File: config.mk
export PLATFORM = sky130hd
export DESIGN_NAME = isqrt_iter_flat
export DESIGN_NICKNAME = d
export VERILOG_FILES = /design/src/rtl/isqrt_iter_if.sv /design/src/rtl/isqrt_iter.sv /design/src/flat_wrapper.sv
export SDC_FILE = /design/constraint.sdc
export NUM_CORES = 1
export LEC_CHECK = 0
export ABC_CLOCK_PERIOD_IN_PS = 2500
export BUFFER_PORTS_ARGS = -buffer_cell sky130_fd_sc_hd__buf_2
export CAP_MARGIN = 40
export CORE_MARGIN = 2
export CORE_UTILIZATION = 27
export DETAILED_ROUTE_END_ITERATION = 8
export SETUP_SLACK_MARGIN = 0.5
export SYNTH_ARGS = -nofsm -noshare
export SYNTH_HDL_FRONTEND = slang
export SYNTH_SLANG_ARGS = --single-unit
File: constraint.sdc
create_clock -name clk -period 2.5 [get_ports clk]
set_input_delay 0.375 -clock clk [delete_from_list [all_inputs] [get_ports clk]]
set_output_delay 0.375 -clock clk [all_outputs]
set_load 0.01 [all_outputs]
File: src/rtl/isqrt_iter_if.sv
// Argument/result channel between a formula FSM and one isqrt_iter unit.
// Latency: none; this is a plain bundle of wires.
// Backpressure: none; the requester may issue only when busy is low.
interface isqrt_iter_if;
    logic        x_vld;
    logic [31:0] x;
    logic        y_vld;
    logic [15:0] y;
    logic        busy;

    // Requester side (the formula FSM).
    modport master (
        output x_vld,
        output x,
        input  y_vld,
        input  y,
        input  busy
    );

    // Square-root unit side.
    modport slave (
        input  x_vld,
        input  x,
        output y_vld,
        output y,
        output busy
    );
endinterface

File: src/rtl/isqrt_iter.sv
// Iterative restoring integer square root: y = floor(sqrt(x)), one root bit per clock.
// Latency: fixed 17 cycles from accept to the y_vld pulse; a new accept is allowed in the y_vld cycle.
// Backpressure: none; x_vld arriving while busy is dropped silently.
module isqrt_iter (
    input  logic         clk,
    input  logic         rst,
    isqrt_iter_if.slave  bus
);

    typedef enum logic [1:0] {
        IDLE = 2'd0,
        CALC = 2'd1,
        DONE = 2'd2
    } state_t;

    state_t      state_q, state_d;
    logic [31:0] xs_q,    xs_d;
    logic [17:0] rem_q,   rem_d;
    logic [15:0] root_q,  root_d;
    logic [3:0]  cnt_q,   cnt_d;
    logic [15:0] y_q,     y_d;
    logic        y_vld_q, y_vld_d;
    logic        busy_q,  busy_d;

    // Single-iteration datapath terms.
    logic [17:0] t;
    logic [17:0] trial;
    logic [17:0] rem_nx;
    logic [15:0] root_nx;

    // Next-state, datapath iteration and registered output decode.
    always_comb begin
        state_d = state_q;
        xs_d    = xs_q;
        rem_d   = rem_q;
        root_d  = root_q;
        cnt_d   = cnt_q;
        y_d     = y_q;

        // Bring down the next two radicand bits and try appending a 1 to the root.
        t     = {rem_q[15:0], xs_q[31:30]};
        trial = {root_q, 2'b01};
        if (t >= trial) begin
            rem_nx  = t - trial;
            root_nx = {root_q[14:0], 1'b1};
        end else begin
            rem_nx  = t;
            root_nx = {root_q[14:0], 1'b0};
        end

        case (state_q)
            // DONE accepts exactly like IDLE so dependent roots can chain without a gap.
            IDLE, DONE: begin
                if (bus.x_vld) begin
                    xs_d    = bus.x;
                    rem_d   = '0;
                    root_d  = '0;
                    cnt_d   = '0;
                    state_d = CALC;
                end else begin
                    state_d = IDLE;
                end
            end
            CALC: begin
                xs_d   = {xs_q[29:0], 2'b00};
                rem_d  = rem_nx;
                root_d = root_nx;
                cnt_d  = cnt_q + 4'd1;
                if (cnt_q == 4'd15) begin
                    y_d     = root_nx;
                    state_d = DONE;
                end
            end
            default: state_d = IDLE;
        endcase

        y_vld_d = (state_q == CALC) && (cnt_q == 4'd15);
        busy_d  = (state_d == CALC);
    end

    // State and datapath registers; reset wins over any accept.
    always_ff @(posedge clk) begin
        if (rst) begin
            state_q <= IDLE;
            xs_q    <= '0;
            rem_q   <= '0;
            root_q  <= '0;
            cnt_q   <= '0;
            y_q     <= '0;
            y_vld_q <= 1'b0;
            busy_q  <= 1'b0;
        end else begin
            state_q <= state_d;
            xs_q    <= xs_d;
            rem_q   <= rem_d;
            root_q  <= root_d;
            cnt_q   <= cnt_d;
            y_q     <= y_d;
            y_vld_q <= y_vld_d;
            busy_q  <= busy_d;
        end
    end

    assign bus.y_vld = y_vld_q;
    assign bus.y     = y_q;
    assign bus.busy  = busy_q;

endmodule
File: src/flat_wrapper.sv
// flat-port wrapper written by rule: the top's interface ports become plain ports
module isqrt_iter_flat 
  (clk, rst, bus_x_vld, bus_x, bus_y_vld, bus_y, bus_busy);
  isqrt_iter_if bus_i ();
  input  logic clk;
  input  logic rst;
  input wire logic [$bits(bus_i.x_vld)-1:0] bus_x_vld;
  input wire logic [$bits(bus_i.x)-1:0] bus_x;
  output wire logic [$bits(bus_i.y_vld)-1:0] bus_y_vld;
  output wire logic [$bits(bus_i.y)-1:0] bus_y;
  output wire logic [$bits(bus_i.busy)-1:0] bus_busy;
  assign bus_i.x_vld = bus_x_vld;
  assign bus_i.x = bus_x;
  assign bus_y_vld = bus_i.y_vld;
  assign bus_y = bus_i.y;
  assign bus_busy = bus_i.busy;
  isqrt_iter u_core (.clk(clk), .rst(rst), .bus(bus_i));
endmodule
==> key figures <==
Run status
  • Status: complete, no violations

Critical path
  • Worst Setup Start Kind: register
  • CP Data Required Time: roughly 2.7 ns
  • CP endpoint kind: register
  • Crit Path Max Fanout: 7
  • Critical path type: reg2reg
  • Arrival @ worst endpoint: ~2.5 ns

Global routing
  • Vias in the first global route: 3742
  • GRT overflow: 0
  • Met1 Usage GRT: 0.1500
  • Met2 usage: 0.2419
  • Global-route usage over all layers: 0.1363
  • Maximum number of pins on one net before global-route repair: 34
  • Grt peak-use layer: met2
  • First-pass GRT wire length: 17710 um
  • Grt met3 use: 0.04673
  • Initial antenna violation count: 0

Die
  • Die X-Extent: around 130 um
  • Die Y-Extent: approximately 130 um
  • Core Region: 14530 sq um
  • Core Rows: 44
  • Initial Util: 0.2769
  • Full die area: 15900 sq um
  • Boundary Pins: 53

Placement
  • Placed Area: between 4000 and 5000 sq um
  • Pre-CTS setup slack: a little over 0.07 ns
  • I/O Buffers: 52
  • Placed Cells: 699
  • Routability cong.: 0.8226
  • HPWL after DPL: approximately 7000 um

CTS
  • CTS buffer count: 9
  • Clk_lat worst skew: 0.34 ns
  • Root Buffer: clkbuf_16
  • Clock buffer depth: 2
  • CTS clock-pin slew for the worst setup and hold paths: 0.07 ns
  • TritonCTS clock tree: yes
  • Clk sinks: 88
  • H-tree depth: 3
  • Hold Buf Count CTS: 0

Pwr
  • Switching power: 0.001873 W
  • Internal Power: around 0.0039 W
  • Flop pwr share: 0.278
  • Clock power frac: 0.265
  • Pwr Total: 0.005732 W
  • Switching part of the total: 0.3267
  • Power Dens Cells: roughly 1100 nW/um^2
  • Leakage power: 2.084 nW
  • Combinational share of power: 0.457
  • Worst IR Drop VDD: about 500 uV

Drt
  • Drt total wl: 10780 um
  • DRT iter0 DRCs: 123
  • Residual DRC: 0
  • DR WL/cell: 14.53 um
  • First-pass detailed-route iteration total: 4
  • Post-DRT Antenna Nets: 0
  • Via-to-Cell Ratio: 5.061
  • Via count: 3755

Timing
  • Setup-failing EPs final: 0
  • Slew Limit Fails: 0
  • Clk_skew: ~0.01 ns
  • Fin crit period: between 2 and 2.5 ns
  • Setup ws final: roughly 0.24 ns
  • F_max: 0.4421 GHz
  • Fin. Hold Viols: 0
  • Relative slew slack: 0.5064
  • Tightest Pin Transition: approximately 0.74 ns
  • TNS Setup: 0 ns
  • Final worst-path cycle share: 0.9048
  • RSZ-0062 raised after global routing: true

Hold path
  • Worst min path class: in2reg

Final layout
  • Share of layout cells above drive strength 1: 0.2957
  • Final Cell Area: 5351 sq um
  • # fillers: 1495
  • Area growth from synthesis to layout: 32.95%
  • Nets: 609
  • Ant. Diodes: 0
  • Post-Layout Cell Count: about 740

Synth
  • Synth async-reset ratio: 0
  • Post-synthesis sequential area ratio: 0.4377
  • Synth unique cells: 44
  • Netlist Area Pre-Place: 4025 sq um
  • Syn_nets: 534
  • Main synth FF type: dfxtp_1
  • Seq cells post-synth: about 90
  • Syn. warnings: 0
  • Cells after Synth: 480
  • Syn_area_per_cell: 8.386 sq um
  • Post-synth EDFFs: 0

Run
  • Max Cap Viol: 0
-- metrics by stage --
step / hold slack [ns] / util
2_1_floorplan: 0.4360 / -
3_3_place_gp: 0.4415 / 0.3207
3_5_place_dp: 0.4475 / 0.3207
4_1_cts: 0.2735 / 0.3616
5_1_grt: 0.3013 / 0.3682
6_report: 0.2830 / 0.3682
-- flip-flops by register name, indices dropped and copies added (netlist names) --
| signal | count |
|---|---|
| u_core.root_q | 16 |
| u_core.bus.busy | 1 |
| u_core.bus.y | 16 |
| u_core.state_q | 2 |
| u_core.xs_q | 32 |
| u_core.cnt_q | 4 |
| u_core.rem_q | 16 |
| u_core.bus.y_vld | 1 |
-- layout make-up --
| type | count | area, sq um | area share |
|---|---|---|---|
| tap | 184 | 230.2 | 0.04302 |
| multi-input combinational | 343 | 2330 | 0.4354 |
| sequential | 88 | 1794 | 0.3353 |
| timing repair buffer | 94 | 590.6 | 0.1104 |
| clock inverter | 5 | 107.6 | 0.02011 |
| inverter | 19 | 73.82 | 0.01379 |
| clock buffer | 9 | 225.2 | 0.04209 |
-- timing repair --
| item | CTS | global route |
|---|---|---|
| pin swaps | 15 | 11 |
| gates resized for setup | 24 | 16 |
| gates cloned | 1 | 0 |
| setup buffers | 23 | 5 |
| setup endpoints to repair | 18 | 18 |
-- cells in the mapped netlist (all sizes together), types with 7 or more instances --
cell type  instances  area [sq um]
ha                19         237.7
nand2             80         300.3
a21oi             63         315.3
xor2               7         61.31
nor2              40         150.1
dfxtp             88          1762
o21ai             18         90.08
inv               19         71.32
clkbuf            27         101.4
mux2i             11         110.1
a22oi             48         360.4
xnor2              7         61.31
-- per-layer routing --
| layer | vias to the layer above | wire [um] | share of wire |
|---|---|---|---|
| li1 | 1838 | - | - |
| met4 | 0 | 302 | 0.028 |
| met2 | 104 | 5368 | 0.50 |
| met5 | - | 0 | 0 |
| met1 | 1789 | 4429 | 0.41 |
| met3 | 24 | 680 | 0.063 |
-- final timing paths --
| kind | startpoint | to | slack [ns] | cells after the start |
|---|---|---|---|---|
| max reg2reg | u_core.rem_q[1]$_SDFFE_PP0P_ | u_core.rem_q[5]$_SDFFE_PP0P_ | 0.24 | 9 |
| min | bus_x[1] | u_core.xs_q[1]$_SDFFE_PP0P_ | 0.28 | 3 |
| min reg2reg | u_core.xs_q[14]$_SDFFE_PP0P_ | u_core.xs_q[14]$_SDFFE_PP0P_ | 0.45 | 2 |
| max | u_core.rem_q[1]$_SDFFE_PP0P_ | u_core.rem_q[5]$_SDFFE_PP0P_ | 0.24 | 9 |
-- placed cells by master, fill, tap and decap left out, types with 2 or more instances in the layout --
cell type,netlist,layout
buf_2,1,52
xor2_1,7,7
ha_4,0,12
bufinv_16,0,3
a32oi_1,4,2
ha_1,19,7
inv_2,0,5
a21o_1,2,2
dfxtp_2,0,11
inv_1,19,13
mux2i_1,11,11
nand4_1,3,3
a21oi_2,0,4
o21ai_0,7,6
o21a_1,3,3
nand2_1,80,78
a31oi_1,2,2
buf_4,0,38
o21ai_1,11,10
o21ai_2,0,2
o31ai_4,1,2
a22oi_1,48,48
clkinv_4,0,2
clkbuf_16,0,9
xnor2_1,7,7
a32oi_2,0,2
buf_6,1,4
dfxtp_1,88,72
dfxtp_4,0,5
nor3_1,3,2
nor2_1,40,39
o31ai_1,4,4
nand2_2,0,2
nand3_1,2,2
a21oi_1,63,59
nor2b_1,4,2
nand2b_1,5,5
-- kinds of logic (layout without fill, tap and decap cells) --
| kind of cell | Yosys count | in the layout | share of synthesized area |
|---|---|---|---|
| DFF | 88 | 88 | 0.4377 |
| AOI/OAI and AO/OA | 159 | 159 | 0.2558 |
| buffers and inverters | 49 | 127 | 0.04787 |
| adders and majority gates | 19 | 19 | 0.05906 |
| and+or+nand+nor | 140 | 140 | 0.1417 |
| muxes | 11 | 11 | 0.02736 |
| xor gates and xnor gates | 14 | 14 | 0.03046 |
-- power by group through the flow --
stage | sequential [W] | clock [W] | combinational, W
after floorplan | 0.00160 | 0 | 0.00152
after global placement | 0.00162 | 0 | 0.00181
after detailed placement | 0.00162 | 0 | 0.00185
after CTS | 0.00159 | 0.00155 | 0.00242
after global routing | 0.00160 | 0.00162 | 0.00284
final | 0.00159 | 0.00152 | 0.00262
-- critical path, cell delays in order, from the launching register on --
cell and delay (ns):
dfxtp_4 0.36, ha_4 0.24, o211ai_1 0.19, a21o_2 0.15
nand2_2 0.06, a211o_1 0.31, o31ai_4 0.30, buf_6 0.20
mux2i_1 0.23, o21ai_1 0.08
Power figures use the tool's default switching activity.
